--- config.mk ---
export PLATFORM = sky130hd
export DESIGN_NAME = lorenz_run_ctrl
export DESIGN_NICKNAME = d
export VERILOG_FILES = /design/src/rtl/lorenz_pkg.sv /design/src/rtl/lorenz_sample_fifo.sv /design/src/rtl/lorenz_run_ctrl.sv
export SDC_FILE = /design/constraint.sdc
export NUM_CORES = 2
export LEC_CHECK = 0
export BUFFER_PORTS_ARGS = -buffer_cell sky130_fd_sc_hd__buf_2
export CORE_AREA = 3 3 510 512
export CTS_CLUSTER_SIZE = 10
export DETAILED_ROUTE_END_ITERATION = 6
export DIE_AREA = 0 0 513 515
export GPL_ROUTABILITY_DRIVEN = 0
export HOLD_SLACK_MARGIN = 0.08
export PLACE_DENSITY = 0.32
export SLEW_MARGIN = 20
export SYNTH_ARGS = -nofsm -noshare
export SYNTH_HDL_FRONTEND = slang
export SYNTH_SLANG_ARGS = --single-unit
--- constraint.sdc ---
create_clock -name clock -period 7.1 [get_ports clock]
set_input_delay 0.355 -clock clock [delete_from_list [all_inputs] [get_ports clock]]
set_output_delay 0.355 -clock clock [all_outputs]
set_load 0.05 [all_outputs]
--- src/rtl/lorenz_pkg.sv ---
// Shared types for the lorenz run sequencer.
//   fixed_t     : signed fixed-point word, Q(SIZE-PNT).PNT
//   run_state_e : run sequencer states
//   sample_t    : one captured sample {x, y, z, idx}
package lorenz_pkg;
  localparam int SIZE     = 64;
  localparam int PNT      = 48;
  localparam int FAC_SIZE = 3;
  localparam int CNT_W    = 32;

  typedef logic signed [SIZE-1:0] fixed_t;

  typedef enum logic [2:0] {IDLE, LOAD, SETTLE, RUN, DRAIN, DONE} run_state_e;

  typedef struct packed {
    fixed_t           x;
    fixed_t           y;
    fixed_t           z;
    logic [CNT_W-1:0] idx;
  } sample_t;
endpackage

--- src/rtl/lorenz_sample_fifo.sv ---
// Small sample FIFO for the run sequencer (power-of-2 depth, flushable).
// Ports: clock, reset (sync, active low), flush (empties the FIFO),
//   push/din write, pop/dout read (dout = head), full, empty.
// Push while full is legal only together with pop (the popped slot is reused).
module lorenz_sample_fifo
  import lorenz_pkg::*;
#(
  parameter int FIFO_D = 4
) (
  input  logic    clock,
  input  logic    reset,
  input  logic    flush,
  input  logic    push,
  input  logic    pop,
  input  sample_t din,
  output sample_t dout,
  output logic    full,
  output logic    empty
);
  localparam int AW = (FIFO_D > 1) ? $clog2(FIFO_D) : 1;

  sample_t       mem [FIFO_D];
  logic [AW:0]   wr_ptr, rd_ptr;

  // Extra pointer MSB distinguishes full from empty.
  assign empty = (wr_ptr == rd_ptr);
  assign full  = (wr_ptr[AW] != rd_ptr[AW]) && (wr_ptr[AW-1:0] == rd_ptr[AW-1:0]);
  assign dout  = mem[rd_ptr[AW-1:0]];

  always_ff @(posedge clock) begin
    if (!reset) begin
      wr_ptr <= '0;
      rd_ptr <= '0;
      for (int i = 0; i < FIFO_D; i++) mem[i] <= '0;
    end else if (flush) begin
      wr_ptr <= '0;
      rd_ptr <= '0;
    end else begin
      if (push) begin
        mem[wr_ptr[AW-1:0]] <= din;
        wr_ptr <= wr_ptr + (AW+1)'(1);
      end
      if (pop) rd_ptr <= rd_ptr + (AW+1)'(1);
    end
  end
endmodule

--- src/rtl/lorenz_run_ctrl.sv ---
// Run sequencer for the lorenz DDA integrator.
// Latches a run config, holds lorenz in reset while driving its inputs, releases
// it for a bounded run, captures every DECIM-th step and streams captures out.
// Ports:
//   clock, reset        : clock, synchronous active-low reset
//   cfg_valid/cfg_ready : config handshake (ready only in IDLE), cfg_* payload
//   start, abort        : run control pulses
//   lz_reset, lz_*      : drive lorenz (lz_reset active low), lz_x/y/z its state
//   smp_valid/smp_ready : sample stream handshake, smp_x/y/z/idx payload
//   busy, done, drop_cnt: status
// Build option: define LORENZ_RUN_FIFO_EN for a FIFO_D-deep sample FIFO;
// otherwise the buffer is a single output register. Ports are identical.
module lorenz_run_ctrl #(
  parameter int SIZE     = lorenz_pkg::SIZE,
  parameter int PNT      = lorenz_pkg::PNT,
  parameter int FAC_SIZE = lorenz_pkg::FAC_SIZE,
  parameter int CNT_W    = lorenz_pkg::CNT_W,
  parameter int RST_CYC  = 2,
  parameter int FIFO_D   = 4
) (
  input  logic                clock,
  input  logic                reset,
  input  logic                cfg_valid,
  output logic                cfg_ready,
  input  logic [SIZE-1:0]     cfg_x0,
  input  logic [SIZE-1:0]     cfg_y0,
  input  logic [SIZE-1:0]     cfg_z0,
  input  logic [SIZE-1:0]     cfg_sigma,
  input  logic [SIZE-1:0]     cfg_rho,
  input  logic [SIZE-1:0]     cfg_beta,
  input  logic [FAC_SIZE:0]   cfg_factor,
  input  logic [CNT_W-1:0]    cfg_nsamp,
  input  logic [CNT_W-1:0]    cfg_decim,
  input  logic                start,
  input  logic                abort,
  output logic                lz_reset,
  output logic [SIZE-1:0]     lz_x0,
  output logic [SIZE-1:0]     lz_y0,
  output logic [SIZE-1:0]     lz_z0,
  output logic [SIZE-1:0]     lz_sigma,
  output logic [SIZE-1:0]     lz_rho,
  output logic [SIZE-1:0]     lz_beta,
  output logic [FAC_SIZE:0]   lz_factor,
  input  logic [SIZE-1:0]     lz_x,
  input  logic [SIZE-1:0]     lz_y,
  input  logic [SIZE-1:0]     lz_z,
  output logic                smp_valid,
  input  logic                smp_ready,
  output logic [SIZE-1:0]     smp_x,
  output logic [SIZE-1:0]     smp_y,
  output logic [SIZE-1:0]     smp_z,
  output logic [CNT_W-1:0]    smp_idx,
  output logic                busy,
  output logic                done,
  output logic [CNT_W-1:0]    drop_cnt
);
  import lorenz_pkg::*;

  localparam int RC_W = (RST_CYC > 1) ? $clog2(RST_CYC) : 1;

  // Elaboration-time guard on parameter combinations.
  if (PNT >= SIZE || RST_CYC < 1 || FIFO_D < 2 || (FIFO_D & (FIFO_D - 1)) != 0) begin : g_bad_param
    $error("lorenz_run_ctrl: illegal parameter combination");
  end

  run_state_e        state, state_nx;
  logic [RC_W-1:0]   settle_cnt;
  logic [SIZE-1:0]   sh_x0, sh_y0, sh_z0, sh_sigma, sh_rho, sh_beta;
  logic [FAC_SIZE:0] sh_factor;
  logic [CNT_W-1:0]  sh_nsamp, sh_decim, r_nsamp, r_decim, phase, cap_cnt;
  logic              flush, capture, pop, buf_full, buf_empty, space;
  logic              cap_ok, cap_drop, last_cap;

  assign cfg_ready = (state == IDLE);
  assign busy      = (state != IDLE);
  assign done      = (state == DONE);
  assign lz_reset  = (state == RUN);

  // abort is a no-op in IDLE, so start always wins there.
  assign flush    = (state != IDLE) && abort;
  // phase runs 1..r_decim, so captures land on steps D, 2D, ...
  assign capture  = (state == RUN) && !abort && (phase == r_decim);
  assign pop      = smp_valid && smp_ready;
  // A same-cycle pop frees the slot, so a full buffer still accepts.
  assign space    = !buf_full || smp_ready;
  assign cap_ok   = capture && space;
  assign cap_drop = capture && !space;
  assign last_cap = cap_ok && (r_nsamp != '0) && ((cap_cnt + CNT_W'(1)) == r_nsamp);

  always_comb begin
    state_nx = state;
    if (flush) state_nx = IDLE;
    else begin
      case (state)
        IDLE:    if (start) state_nx = LOAD;
        LOAD:    state_nx = SETTLE;
        SETTLE:  if (settle_cnt == RC_W'(RST_CYC - 1)) state_nx = RUN;
        RUN:     if (last_cap) state_nx = DRAIN;
        DRAIN:   if (buf_empty) state_nx = DONE;
        DONE:    state_nx = IDLE;
        default: state_nx = IDLE;
      endcase
    end
  end

  always_ff @(posedge clock) begin
    if (!reset) begin
      state      <= IDLE;
      settle_cnt <= '0;
      sh_x0      <= '0;  sh_y0  <= '0;  sh_z0   <= '0;
      sh_sigma   <= '0;  sh_rho <= '0;  sh_beta <= '0;
      sh_factor  <= '0;  sh_nsamp <= '0; sh_decim <= '0;
      lz_x0      <= '0;  lz_y0  <= '0;  lz_z0   <= '0;
      lz_sigma   <= '0;  lz_rho <= '0;  lz_beta <= '0;
      lz_factor  <= '0;
      r_nsamp    <= '0;
      r_decim    <= CNT_W'(1);
      phase      <= CNT_W'(1);
      cap_cnt    <= '0;
      drop_cnt   <= '0;
    end else begin
      state <= state_nx;
      if (cfg_valid && cfg_ready) begin
        sh_x0    <= cfg_x0;    sh_y0  <= cfg_y0;  sh_z0   <= cfg_z0;
        sh_sigma <= cfg_sigma; sh_rho <= cfg_rho; sh_beta <= cfg_beta;
        sh_factor <= cfg_factor; sh_nsamp <= cfg_nsamp; sh_decim <= cfg_decim;
      end
      // Run config is taken on the start edge so lz_* are valid during LOAD.
      if (state == IDLE && start) begin
        lz_x0    <= sh_x0;    lz_y0  <= sh_y0;  lz_z0   <= sh_z0;
        lz_sigma <= sh_sigma; lz_rho <= sh_rho; lz_beta <= sh_beta;
        lz_factor <= sh_factor;
        r_nsamp  <= sh_nsamp;
        r_decim  <= (sh_decim == '0) ? CNT_W'(1) : sh_decim;
        cap_cnt  <= '0;
        drop_cnt <= '0;
      end
      settle_cnt <= (state == SETTLE) ? settle_cnt + RC_W'(1) : '0;
      if (state == RUN) phase <= (phase == r_decim) ? CNT_W'(1) : phase + CNT_W'(1);
      else              phase <= CNT_W'(1);
      if (cap_ok) cap_cnt <= cap_cnt + CNT_W'(1);
      if (cap_drop && !(&drop_cnt)) drop_cnt <= drop_cnt + CNT_W'(1);
    end
  end

`ifdef LORENZ_RUN_FIFO_EN
  sample_t push_s, head_s;
  logic    fifo_empty;

  assign push_s.x   = lz_x;
  assign push_s.y   = lz_y;
  assign push_s.z   = lz_z;
  assign push_s.idx = cap_cnt;

  lorenz_sample_fifo #(.FIFO_D(FIFO_D)) u_fifo (
    .clock (clock),
    .reset (reset),
    .flush (flush),
    .push  (cap_ok),
    .pop   (pop),
    .din   (push_s),
    .dout  (head_s),
    .full  (buf_full),
    .empty (fifo_empty)
  );

  assign buf_empty = fifo_empty;
  assign smp_valid = !fifo_empty;
  assign smp_x     = head_s.x;
  assign smp_y     = head_s.y;
  assign smp_z     = head_s.z;
  assign smp_idx   = head_s.idx;
`else
  assign buf_full  = smp_valid;
  assign buf_empty = !smp_valid;

  always_ff @(posedge clock) begin
    if (!reset) begin
      smp_valid <= 1'b0;
      smp_x     <= '0;
      smp_y     <= '0;
      smp_z     <= '0;
      smp_idx   <= '0;
    end else if (flush) begin
      smp_valid <= 1'b0;
    end else if (cap_ok) begin
      smp_valid <= 1'b1;
      smp_x     <= lz_x;
      smp_y     <= lz_y;
      smp_z     <= lz_z;
      smp_idx   <= cap_cnt;
    end else if (pop) begin
      smp_valid <= 1'b0;
    end
  end
`endif
endmodule

==> qor.yml <==
grt_pass1_wl_um: 315700
tightest_slew_ps: 1318
r2r_slack_ps: 2920
final_area_sq_mm: 0.06893
synthCells: 5725
worstHoldEndpoint: "drop_cnt[1]$_SDFFE_PN0P_"
startpoint_type: "flip-flop"
min_period_ps: 4178
worstPathMaxFanout: 73
fp-row-count: 186
critPathKind: "flip-flop to flip-flop"
min_path_type: "input pin to flip-flop"
root_buffer: "clkbuf_16"
synthToLayoutAreaGrowth_pct: 45.24
die_area_sq_mm: 0.2642
drive_gt1_frac: 0.2110
hpwl_um: 156700
cts_setup_buffers: 0
ios: 1299
wl_per_cell_um: 20.05
syn-cell-area_sq_mm: 0.04746
htreeDepth: 4
yosys_register_bits: 1229
met1_usage: 0.1872
relSlewSlack: 0.1212
fin_nets: 8106
placed_cell_area_sq_mm: 0.05710
synthAdderAreaFrac: 0.0007909
first_iter_violations: 2043
vias: 44668
crit_required_ps: 7770
drtAntennaViolNets: 0
fin_skew_ps: 38.85
end_kind: "flip-flop"
netlist.area_leader.share: 0.5184
status: "completed"
synth_nets: 6378
core_sq_mm: 0.2562
worst_hold_path.num_cells: 2
yosysMostFrequentCell: "nand2_1"
cap_viol_max_count: 0
synth_common_cells: "nand2_1 (2335), dfxtp_1 (1229), a21boi_0 (1141)"
antenna_found_initial: 86
ir_drop_v: 0.0002252
period_share: 0.5884
gr-usage-met3: 0.05693
p_per_area_mw_per_mm2: 261.2
drc: 0
holdBufCountCts: 648
maxSlewViolCount: 0
synth-simple-area-share: 0.2244
cts_sinks: 1229
ys_types: 61
grt_setup_unrepaired: "false"
grt.busiest_layer: "met2"
grt_overflow: 0
grt_max_degree: 213
port_buffers: 1298
initial_core_util: 0.1852
synth_edf_count: 0
clock_path_buffers: 3
worstHoldStart: "reset"
async_flop_share: 0
r2r_cells: 7
arrival_ps: 4850
cts_made_buffers: 160
timing.fmax_mhz: 239.4
hold_violations: 0
die_x_um: 513
leakage_nw: 27.22
yosysTopAreaCell: "dfxtp_1"
synthFlopType: "dfxtp_1"
yosys_warnings: 0
postCtsResizedCells: 0
met2_usage: 0.2692
drt_first_pass_iters: 5
synth.area.mux_share: 0.0006591
synth-xor-area-share: 0.02196
grtUsageTotal: 0.1599
insertion_delay_ps: 810
seq_area_frac_synth: 0.5184
synth_top_family_by_area: "simple AND/OR/NAND/NOR gates"
whs_ps: 105.0
setup_tns_ps: 0
die_y_um: 515
routed_wl_um: 220700
synth_area_leaders: "dfxtp_1 (52%), nand2_1 (18%), a21boi_0 (18%), clkbuf_1 (3.0%), xor2_1 (1.2%)"
r2r-start: "phase[6]$_SDFF_PP0_"
setup_viol: 0
vias_per_cell: 4.057
clk_pin_slew_ps: 60
synth.avg_cell_area_sq_um: 8.290
cts_tree: "done"
r2r_end: "cap_cnt[6]$_SDFFE_PN0P_"
grt_pass1_vias: 44658
synth-compound-area-share: 0.1987
## critical path, cell delays in order (launching register included)
cell and delay [ps]:
dfxtp_1 440, xnor2_1 160, or4b_2 620, nor4_1 510
nand3_4 850, nand2_1 980, a21boi_0 200, o21a_1 220
## flip-flops by register name (all words and copies together), names as in the netlist, 64 cells and up
register / cells
lz_beta: 64
lz_rho: 64
lz_sigma: 64
lz_x0: 64
lz_y0: 64
lz_z0: 64
sh_beta: 64
sh_rho: 64
sh_sigma: 64
sh_x0: 64
sh_y0: 64
sh_z0: 64
smp_x: 64
smp_y: 64
smp_z: 64
## area by class of cell
class	instances	area, sq um
Timing Repair Buffer	1988	13500
Clock inverter	29	389.1
Sequential cell	1229	24600
Multi-Input combinational cell	4064	21240
Antenna cell	49	122.6
Tap cell	3384	4234
Inverter	10	37.54
Fill cell	28181	187300
Clock buffer	258	4805
## kinds of logic after synthesis
| kind of cell | count (synthesis) |
|---|---|
| buffers and inverters | 432 |
| flip-flops | 1229 |
| multiplexers | 3 |
| AND/OR/NAND/NOR | 2656 |
| AO/OA/AOI/OAI | 1283 |
| XOR/XNOR | 119 |
| adder cells (fa/ha/maj) | 3 |
## cell usage in the layout (no fill, tap or decap), types with 57 or more instances in the layout
cell type | synthesis | routed
nand2_1 | 2335 | 2333
buf_2 | 32 | 1297
dfxtp_1 | 1229 | 1229
a21boi_0 | 1141 | 1141
dlygate4sd3_1 | 0 | 648
clkbuf_16 | 0 | 162
nor2_1 | 83 | 82
xor2_1 | 63 | 63
o21ai_0 | 58 | 58
clkbuf_1 | 380 | 57
## power by group
| group | internal, mW | leakage, nW | total [mW] | switching [mW] |
|---|---|---|---|---|
| Clock | 4.71 | 2.52 | 8.11 | 3.40 |
| Sequential | 7.25 | 9.99 | 7.45 | 0.205 |
| Combinational | 0.811 | 14.7 | 2.44 | 1.63 |
| Total | 12.8 | 27.2 | 18.0 | 5.24 |
## per-layer routing
| layer | routed length, um | share of wire |
|---|---|---|
| met1 | 91730 | 0.42 |
| met2 | 104200 | 0.47 |
| met3 | 17080 | 0.077 |
| met4 | 7612 | 0.034 |
| met5 | 146 | 0.00066 |
## per-stage QoR
step                worst slack (ps)  cells  power (mW)  utilization
floorplan                       3799   5725       8.853            -
global placement                2869  10026       9.783       0.2228
detailed placement              2860  10026       9.795       0.2228
CTS                             2840  10961       18.44       0.2684
global route                    2534  11000       18.91       0.2689
finish                          2923  11011       18.01       0.2690
## worst max path at each step
stage | start | slack (ps) | to
6_report | phase[6]$_SDFF_PP0_ | 2920 | cap_cnt[6]$_SDFFE_PN0P_
4_1_cts | phase[21]$_SDFF_PP0_ | 2840 | cap_cnt[6]$_SDFFE_PN0P_
2_1_floorplan | state[2]$_SDFFE_PP0P_ | 3800 | lz_y0[0]$_SDFFE_PN0P_
3_5_place_dp | phase[21]$_SDFF_PP0_ | 2860 | cap_cnt[25]$_SDFFE_PN0P_
3_3_place_gp | phase[21]$_SDFF_PP0_ | 2870 | cap_cnt[2]$_SDFFE_PN0P_
5_1_grt | phase[6]$_SDFF_PP0_ | 2530 | cap_cnt[2]$_SDFFE_PN0P_
No activity file was read; power rests on OpenSTA's default activity.
